<file path="src/rtl/pe_ram_loader.sv">
// pe_ram_loader: copies a block of xfer_len words from external RAM into the
// N_PE PE-local RAMs. Reads stream at one word per cycle. Each returned word
// is either broadcast to every enabled PE at dst+i, or scattered round-robin
// (word i goes to PE i mod N_PE at dst + i/N_PE).
//
// Ports:
//   clk, rst            system clock, synchronous active-high reset
//   host_start          single-cycle start request (sampled only in IDLE)
//   ext_start_addr, dst_start_addr, xfer_len, mode, pe_mask
//                       transfer descriptor, latched on an accepted start
//   ext_r_en/_addr      external RAM read port
//   ext_r_data          read data, valid RD_LAT cycles after ext_r_en
//   mem_w_en/_addr/_data  registered PE RAM write port (addr/data shared)
//   busy, done          status: busy during READ/DRAIN, done pulses one cycle
//
// state | meaning
// ------+---------------------------------------------------------------
// IDLE  | waiting for host_start
// READ  | issuing one external read per cycle until xfer_len reads issued
// DRAIN | reads finished, waiting for the in-flight words to be written
// DONE  | one-cycle completion pulse, then back to IDLE
module pe_ram_loader #(
  parameter int N_PE     = 8,
  parameter int ADDR_EXT = 16,
  parameter int ADDR_RAM = 10,
  parameter int WID_RAM  = 16,
  parameter int LEN_W    = 16,
  parameter int RD_LAT   = 2
) (
  input  logic                clk,
  input  logic                rst,
  input  logic                host_start,
  input  logic [ADDR_EXT-1:0] ext_start_addr,
  input  logic [ADDR_RAM-1:0] dst_start_addr,
  input  logic [LEN_W-1:0]    xfer_len,
  input  logic                mode,
  input  logic [N_PE-1:0]     pe_mask,
  output logic                ext_r_en,
  output logic [ADDR_EXT-1:0] ext_r_addr,
  input  logic [WID_RAM-1:0]  ext_r_data,
  output logic [N_PE-1:0]     mem_w_en,
  output logic [ADDR_RAM-1:0] mem_w_addr,
  output logic [WID_RAM-1:0]  mem_w_data,
  output logic                busy,
  output logic                done
);

  localparam logic [1:0] S_IDLE  = 2'd0;
  localparam logic [1:0] S_READ  = 2'd1;
  localparam logic [1:0] S_DRAIN = 2'd2;
  localparam logic [1:0] S_DONE  = 2'd3;

  localparam int KW = (N_PE > 1) ? $clog2(N_PE) : 1;

  logic [1:0]          state_q, state_d;
  logic [ADDR_EXT-1:0] src_q, src_d;
  logic [ADDR_RAM-1:0] waddr_q, waddr_d;
  logic [LEN_W-1:0]    rd_rem_q, rd_rem_d;
  logic [LEN_W-1:0]    wr_rem_q, wr_rem_d;
  logic                mode_q, mode_d;
  logic [N_PE-1:0]     mask_q, mask_d;
  logic [KW-1:0]       k_q, k_d;
  logic [RD_LAT-1:0]   vld_q, vld_d;
  logic [N_PE-1:0]     mem_w_en_q, mem_w_en_d;
  logic [ADDR_RAM-1:0] mem_w_addr_q, mem_w_addr_d;
  logic [WID_RAM-1:0]  mem_w_data_q, mem_w_data_d;
  logic [N_PE-1:0]     sel_oh;

  assign ext_r_en   = (state_q == S_READ);
  assign ext_r_addr = src_q;
  assign busy       = (state_q == S_READ) || (state_q == S_DRAIN);
  assign done       = (state_q == S_DONE);
  assign mem_w_en   = mem_w_en_q;
  assign mem_w_addr = mem_w_addr_q;
  assign mem_w_data = mem_w_data_q;

  assign sel_oh = N_PE'(1) << k_q;

  always_comb begin
    state_d      = state_q;
    src_d        = src_q;
    waddr_d      = waddr_q;
    rd_rem_d     = rd_rem_q;
    wr_rem_d     = wr_rem_q;
    mode_d       = mode_q;
    mask_d       = mask_q;
    k_d          = k_q;
    mem_w_en_d   = '0;
    mem_w_addr_d = mem_w_addr_q;
    mem_w_data_d = mem_w_data_q;

    // vld_q[n] marks a read issued n+1 cycles ago; the top bit lines up
    // with ext_r_data for that read.
    vld_d    = '0;
    vld_d[0] = ext_r_en;
    for (int i = 1; i < RD_LAT; i++) vld_d[i] = vld_q[i-1];

    case (state_q)
      S_IDLE: begin
        if (host_start) begin
          src_d    = ext_start_addr;
          waddr_d  = dst_start_addr;
          rd_rem_d = xfer_len;
          wr_rem_d = xfer_len;
          mode_d   = mode;
          mask_d   = pe_mask;
          k_d      = '0;
          state_d  = (xfer_len == '0) ? S_DONE : S_READ;
        end
      end
      S_READ: begin
        src_d    = src_q + 1'b1;
        rd_rem_d = rd_rem_q - 1'b1;
        if (rd_rem_q == LEN_W'(1)) state_d = S_DRAIN;
      end
      S_DRAIN: begin
        if (wr_rem_q == '0) state_d = S_DONE;
      end
      default: state_d = S_IDLE;
    endcase

    // A returning word always consumes a slot, even when its PE is masked
    // off, so the scatter index and row stay aligned with the word index.
    if (vld_q[RD_LAT-1]) begin
      mem_w_en_d   = mode_q ? (sel_oh & mask_q) : mask_q;
      mem_w_addr_d = waddr_q;
      mem_w_data_d = ext_r_data;
      wr_rem_d     = wr_rem_q - 1'b1;
      if (!mode_q) begin
        waddr_d = waddr_q + 1'b1;
      end else if (k_q == KW'(N_PE - 1)) begin
        k_d     = '0;
        waddr_d = waddr_q + 1'b1;
      end else begin
        k_d = k_q + 1'b1;
      end
    end
  end

  always_ff @(posedge clk) begin
    if (rst) begin
      state_q      <= S_IDLE;
      src_q        <= '0;
      waddr_q      <= '0;
      rd_rem_q     <= '0;
      wr_rem_q     <= '0;
      mode_q       <= 1'b0;
      mask_q       <= '0;
      k_q          <= '0;
      vld_q        <= '0;
      mem_w_en_q   <= '0;
      mem_w_addr_q <= '0;
      mem_w_data_q <= '0;
    end else begin
      state_q      <= state_d;
      src_q        <= src_d;
      waddr_q      <= waddr_d;
      rd_rem_q     <= rd_rem_d;
      wr_rem_q     <= wr_rem_d;
      mode_q       <= mode_d;
      mask_q       <= mask_d;
      k_q          <= k_d;
      vld_q        <= vld_d;
      mem_w_en_q   <= mem_w_en_d;
      mem_w_addr_q <= mem_w_addr_d;
      mem_w_data_q <= mem_w_data_d;
    end
  end

endmodule

</file>
<file path="config.mk">
export PLATFORM = sky130hd
export DESIGN_NAME = pe_ram_loader
export DESIGN_NICKNAME = d
export VERILOG_FILES = /design/src/rtl/pe_ram_loader.sv
export SDC_FILE = /design/constraint.sdc
export NUM_CORES = 1
export LEC_CHECK = 0
export BUFFER_PORTS_ARGS = -buffer_cell sky130_fd_sc_hd__buf_4
export CORE_MARGIN = 2
export CORE_UTILIZATION = 35
export CTS_CLUSTER_DIAMETER = 40
export DETAILED_ROUTE_END_ITERATION = 12
export PLACE_DENSITY = 0.64
export REMOVE_ABC_BUFFERS = 1
export SYNTH_ARGS = -nofsm -noshare
export SYNTH_HDL_FRONTEND = slang
export SYNTH_SLANG_ARGS = --single-unit
</file>
<file path="constraint.sdc">
create_clock -name clk -period 3.5 [get_ports clk]
set_input_delay 0.35 -clock clk [delete_from_list [all_inputs] [get_ports clk]]
set_output_delay 0.35 -clock clk [all_outputs]
set_load 0.02 [all_outputs]
</file>
==> Word-level counts from Yosys, hierarchy flattened <==
Index checks and enable logic that the tools add are counted.
{ "totals": {"n_memories": 0, "latch_bits": 0, "register_bits": 108, "inputBits": 70, "rom_bits": 0, "ram_bits": 0} }
{ "op_classes": {"n_bitwise": 2, "n_reduce_logical": 12, "n_lt_le_gt_ge": 0, "n_eq_ne": 8, "mul": 0, "shift": 1, "add_sub_neg": 5, "n_mux": 22, "div": 0} }
{ "ops": {"columns": ["operator", "count"], "rows": [
  ["16-bit 2-to-1 mux", 4],
  ["16-bit case mux with 2 select lines", 2],
  ["10-bit 2-to-1 mux", 5],
  ["16-bit zero test", 2],
  ["16-bit by 1-bit subtractor with 16-bit output, second input constant", 2],
  ["16-bit by 1-bit adder with 16-bit output, second input constant", 1],
  ["16-bit by 1-bit equality test with 1-bit output, second input constant", 1],
  ["3-bit 2-to-1 mux", 5],
  ["10-bit by 1-bit adder with 10-bit output, second input constant", 1],
  ["8-bit AND", 1],
  ["2-bit 2-to-1 mux", 4],
  ["8-bit 2-to-1 mux", 1],
  ["1-bit by 3-bit << shifter with 8-bit output, first input constant", 1],
  ["2-bit case mux with 3 select lines", 1],
  ["2-bit AND reduction", 3],
  ["2-bit nonzero test", 3],
  ["2-bit equality test, second input constant", 2],
  ["2-bit by 1-bit != test with 1-bit output, second input constant", 2],
  ["3-bit by 1-bit adder with 3-bit output, second input constant", 1],
  ["3-bit equality test, second input constant", 1],
  ["3-bit AND reduction", 1],
  ["2-bit by 1-bit equality test with 1-bit output, second input constant", 1],
  ["2-bit zero test", 1],
  ["2-bit != test, second input constant", 1],
  ["3 further kinds", 3]
]} }

==> Logic depth before layout (Yosys ltp) <==
{ "logic_depth": {"word_depth": 5, "mapped_depth": 10} }

==> Worst setup path before layout <==
OpenSTA, ideal clock, no wires.
{ "synth_timing": {"kind": "reg2reg", "start": "register state_q[0]", "end": "register src_q[3], in the netlist ext_r_addr[3]", "path_stages_with_launch": 11, "path_slack_ns": 1.617, "synth_period_minus_slack_ns": 1.883, "required_time_ns": 3.372, "arrival_time_ns": 1.756, "path_cell_list": "dfxtp_1 > inv_1 > ha_1 > clkbuf_1 > and2_1 > clkbuf_1 > a21oi_1 > buf_2 > buf_2 > a2bb2oi_1 > nor2_1"} }
{ "synth_via": {"elab_chain_cells": 3} }
{ "synth_rtl": {"columns": ["item", "line", "rtl"], "rows": [
  ["start: declaration", "55", "logic [1:0] state_q, state_d;"],
  ["start signal: assignment", "155", "state_q <= state_d;"],
  ["2-bit by 1-bit equality test with 1-bit output / 2-bit zero test (equally long branches)", "98", "case (state_q)"],
  ["2-bit nonzero test (no line) / 2-bit != test (equally long branches)", null, null],
  ["2-bit AND reduction (no line)", null, null],
  ["end signal: assignment", "156", "src_q <= src_d;"],
  ["end: declaration", "56", "logic [ADDR_EXT-1:0] src_q, src_d;"]
]} }
Several ways; a longest one is shown, not always the timed one.
A chain may end at the register's enable or synchronous reset.

==> Worst setup path in the final report <==
{ "layout_timing": {"start": "register state_q[1]", "end": "register waddr_q[7]"} }
{ "layout_via": {"elab_chain_cells": 5} }
{ "layout_rtl": {"columns": ["item", "line", "rtl"], "rows": [
  ["2-bit zero test (*)", "98", null],
  ["10-bit 2-to-1 mux (*)", "98", null],
  ["10-bit 2-to-1 mux", "131", "end else if (k_q == KW'(N_PE - 1)) begin"],
  ["10-bit 2-to-1 mux", "129", "if (!mode_q) begin"],
  ["10-bit 2-to-1 mux (*)", "124", "if (vld_q[RD_LAT-1]) begin"],
  ["end signal: assignment", "157", "waddr_q <= waddr_d;"],
  ["end: declaration", "57", "logic [ADDR_RAM-1:0] waddr_q, waddr_d;"]
]} }
Every way passes the cells marked *; elsewhere a longest branch is shown, timed or not.

==> qor.yml <==
status: "complete, no violations"
critPathMaxStageDelay_ns: 0.55
final_area_um2: 6880
std_cell_rows: 45
ctsRootBufferMaster: "clkbuf_16"
crit_path_end_kind: "flip-flop"
portBuffers: 122
final_cell_mix: "132 x buf_4, 107 x dfxtp_1, 91 x nand2_1, 68 x nor2_1, 52 x a21oi_1"
synth_edf_count: 0
grt_pass1_wl_um: 24600
rsz0062_at_grt: "false"
hp-class: "in2reg"
synth_top_area_share: 0.394
postRouteAntennaNets: 0
slew_headroom: 0.473
synth_largest_area_cell: "dfxtp_1"
dpl-instance-area_um2: 6570
drt_iter0_drc: 447
grt_overflow: 0
setup_violations: 0
grt_pass1_vias: 4844
cpMaxStageDelayCell: "a21oi_1"
fillers: 1530
globalplace.congestion: 0.882
diodes: 0
avgViaCountPerCell: 5.30
seqCellArea_um2: 2160
cts_buffer_depth: 2
ys.flop_type: "dfxtp_1"
fin_crit_ns: 2.17
crit_buf_inv: 1
skew_ns: 0.0110
htreeDepth: 3
fin_crit_sh: 0.621
start_util: 0.359
ys_seq_elements: 108
synth_simple_gate_area_frac: 0.236
ys_types: 57
tightest_slew_ns: 0.791
coreArea_um2: 15300
crit_chain: "inv_1 > ha_1 > nand2_1 > a21oi_1 > nor2_1 > mux2_2 > nor3_1"
synth_xor_area_frac: 0.0144
cts_tree: "built"
layout_commonest_cell: "buf_4"
synth_area_um2: 5480
synthTopCellsByArea: "dfxtp_1 39%, nand2_1 6.2%, mux2i_1 5.3%, a21oi_1 4.7%, nor2_1 4.7%"
area.growth.synth_to_final_pct: 25.5
yosys_warnings: 0
post-cts-setup-buffers: 0
clkTransAtPathRegs_ns: 0.07
io_pins: 123
dpl.hpwl_um: 10500
avgSynthCellArea_um2: 8.05
clk_latency_ns: 0.36
grt_max_degree: 61
synth_fa_ha_area_frac: 0.0365
postCtsHoldBufs: 0
required_ns: 3.78
ir_drop_v: 0.000322
antenna_found_initial: 0
layout-drive-gt1-share: 0.211
p_leak_nw: 2.72
fmax_ghz: 0.460
multi_input_area_um2: 3070
synthMuxAreaShare: 0.0612
via_count: 5277
clock_sinks: 108
async_reset_ff_frac: 0
post_cts_resized: 0
max-cap-violations: 0
path_class: "reg2reg"
die-area_um2: 16700
dr.pass1.iters: 4
cts_buffers: 9
final_core_util: 0.451
wl_per_cell_um: 15.2
num-nets-final: 866
fp.dieW_um: 129
cp-start-kind: "flip-flop"
crit_fanout: 8
grt_use_total: 0.182
die_y_um: 129
drc: 0
synth_top_family_by_area: "simple AND/OR/NAND/NOR gates"
p_per_area_nw_per_um2: 724
worstPathArrival_ns: 2.46
drt_wl_total_um: 15100
slew_viol_final: 0
hold_viol_final: 0
yosysSeqAreaShare: 0.394
cpLargestDelayFamily: "compound AO/OA/AOI/OAI gates"
synth_compound_area_frac: 0.210
synthCells: 681
==> cells in the mapped netlist (all sizes together), types with 5 or more instances <==
cell    instances
dfxtp         108
nand2          91
nor2           68
a21oi          52
o21ai          45
clkbuf         34
mux2i          29
a211oi         24
inv            23
and3           20
ha             16
nand3          16
nor3           16
buf            10
nor4            9
nand4           8
a31oi           7
nor2b           7
o22ai           7
or3             7
a221oi          6
a311oi          5
nand2b          5
o32ai           5
xor2            5
==> power by group <==
part	switching (W)	internal, W
Combinational	0.00123	0.000870
Clock	0.000485	0.000583
Sequential	0.000325	0.00149
Total	0.00204	0.00294
==> path summary, 6_finish.rpt <==
kind                               startpoint            end  slack, ns  depth (start not counted)
worst max-delay path               state_q[1]     waddr_q[7]       1.33                          7
worst max register to register     state_q[1]     waddr_q[7]       1.33                          7
worst min-delay path            ext_r_data[3]  mem_w_data[3]       0.23                          3
worst min register to register       vld_q[0]       vld_q[1]       0.43                          1
==> registers in the layout, summed over array words and instances, names as in the netlist <==
name,cells
ext_r_addr,16
k_q,3
mask_q,8
mem_w_addr,10
mem_w_data,16
mem_w_en,8
mode_q,1
rd_rem_q,16
state_q,2
vld_q,2
waddr_q,10
wr_rem_q,16
==> stage by stage <==
step           setup WS, ns  hold slack (ns)  instances  total power (W)  setup TNS [ns]
3_3_place_gp           1.38            0.419        980          0.00391               0
6_report               1.33            0.231        996          0.00498               0
3_5_place_dp           1.33            0.423        980          0.00392               0
2_1_floorplan         -1.07            0.412        637          0.00322          -21.91
5_1_grt                1.14            0.228        996          0.00535               0
4_1_cts                1.32            0.217        996          0.00501               0
==> worst reg2reg max path: cells and delay by family (launching register included) <==
kind / cells / cell delay (ns)
compound gates: 1 / 0.55
fa+ha+maj: 1 / 0.37
buf+inv: 1 / 0.11
flops: 1 / 0.35
mux: 1 / 0.28
simple gates: 3 / 0.45
==> area by class of cell <==
class / count / area share
Multi-Input combinational cell: 506 / 0.446
Clock inverter: 6 / 0.0104
Sequential cell: 108 / 0.314
Inverter: 23 / 0.0125
Tap cell: 211 / 0.0384
Clock buffer: 10 / 0.0347
Timing Repair Buffer: 132 / 0.144
==> routing by layer <==
metal	global-route usage	wire length (um)	part of all wire	vias to the layer above
met1	0.254	7030	0.47	2439
met4	0.0499	210	0.014	0
met2	0.279	6740	0.45	174
met3	0.0500	1120	0.074	15
met5	0	0	0	-
li1	-	-	-	2649
==> cells by family after synthesis <==
| group | count (synthesis) |
|---|---|
| AO/OA/AOI/OAI | 182 |
| XOR/XNOR | 9 |
| adder cells (fa/ha/maj) | 16 |
| buffers and inverters | 67 |
| flip-flops | 108 |
| multiplexers | 33 |
| AND/OR/NAND/NOR | 266 |
Power figures use the tool's default switching activity.
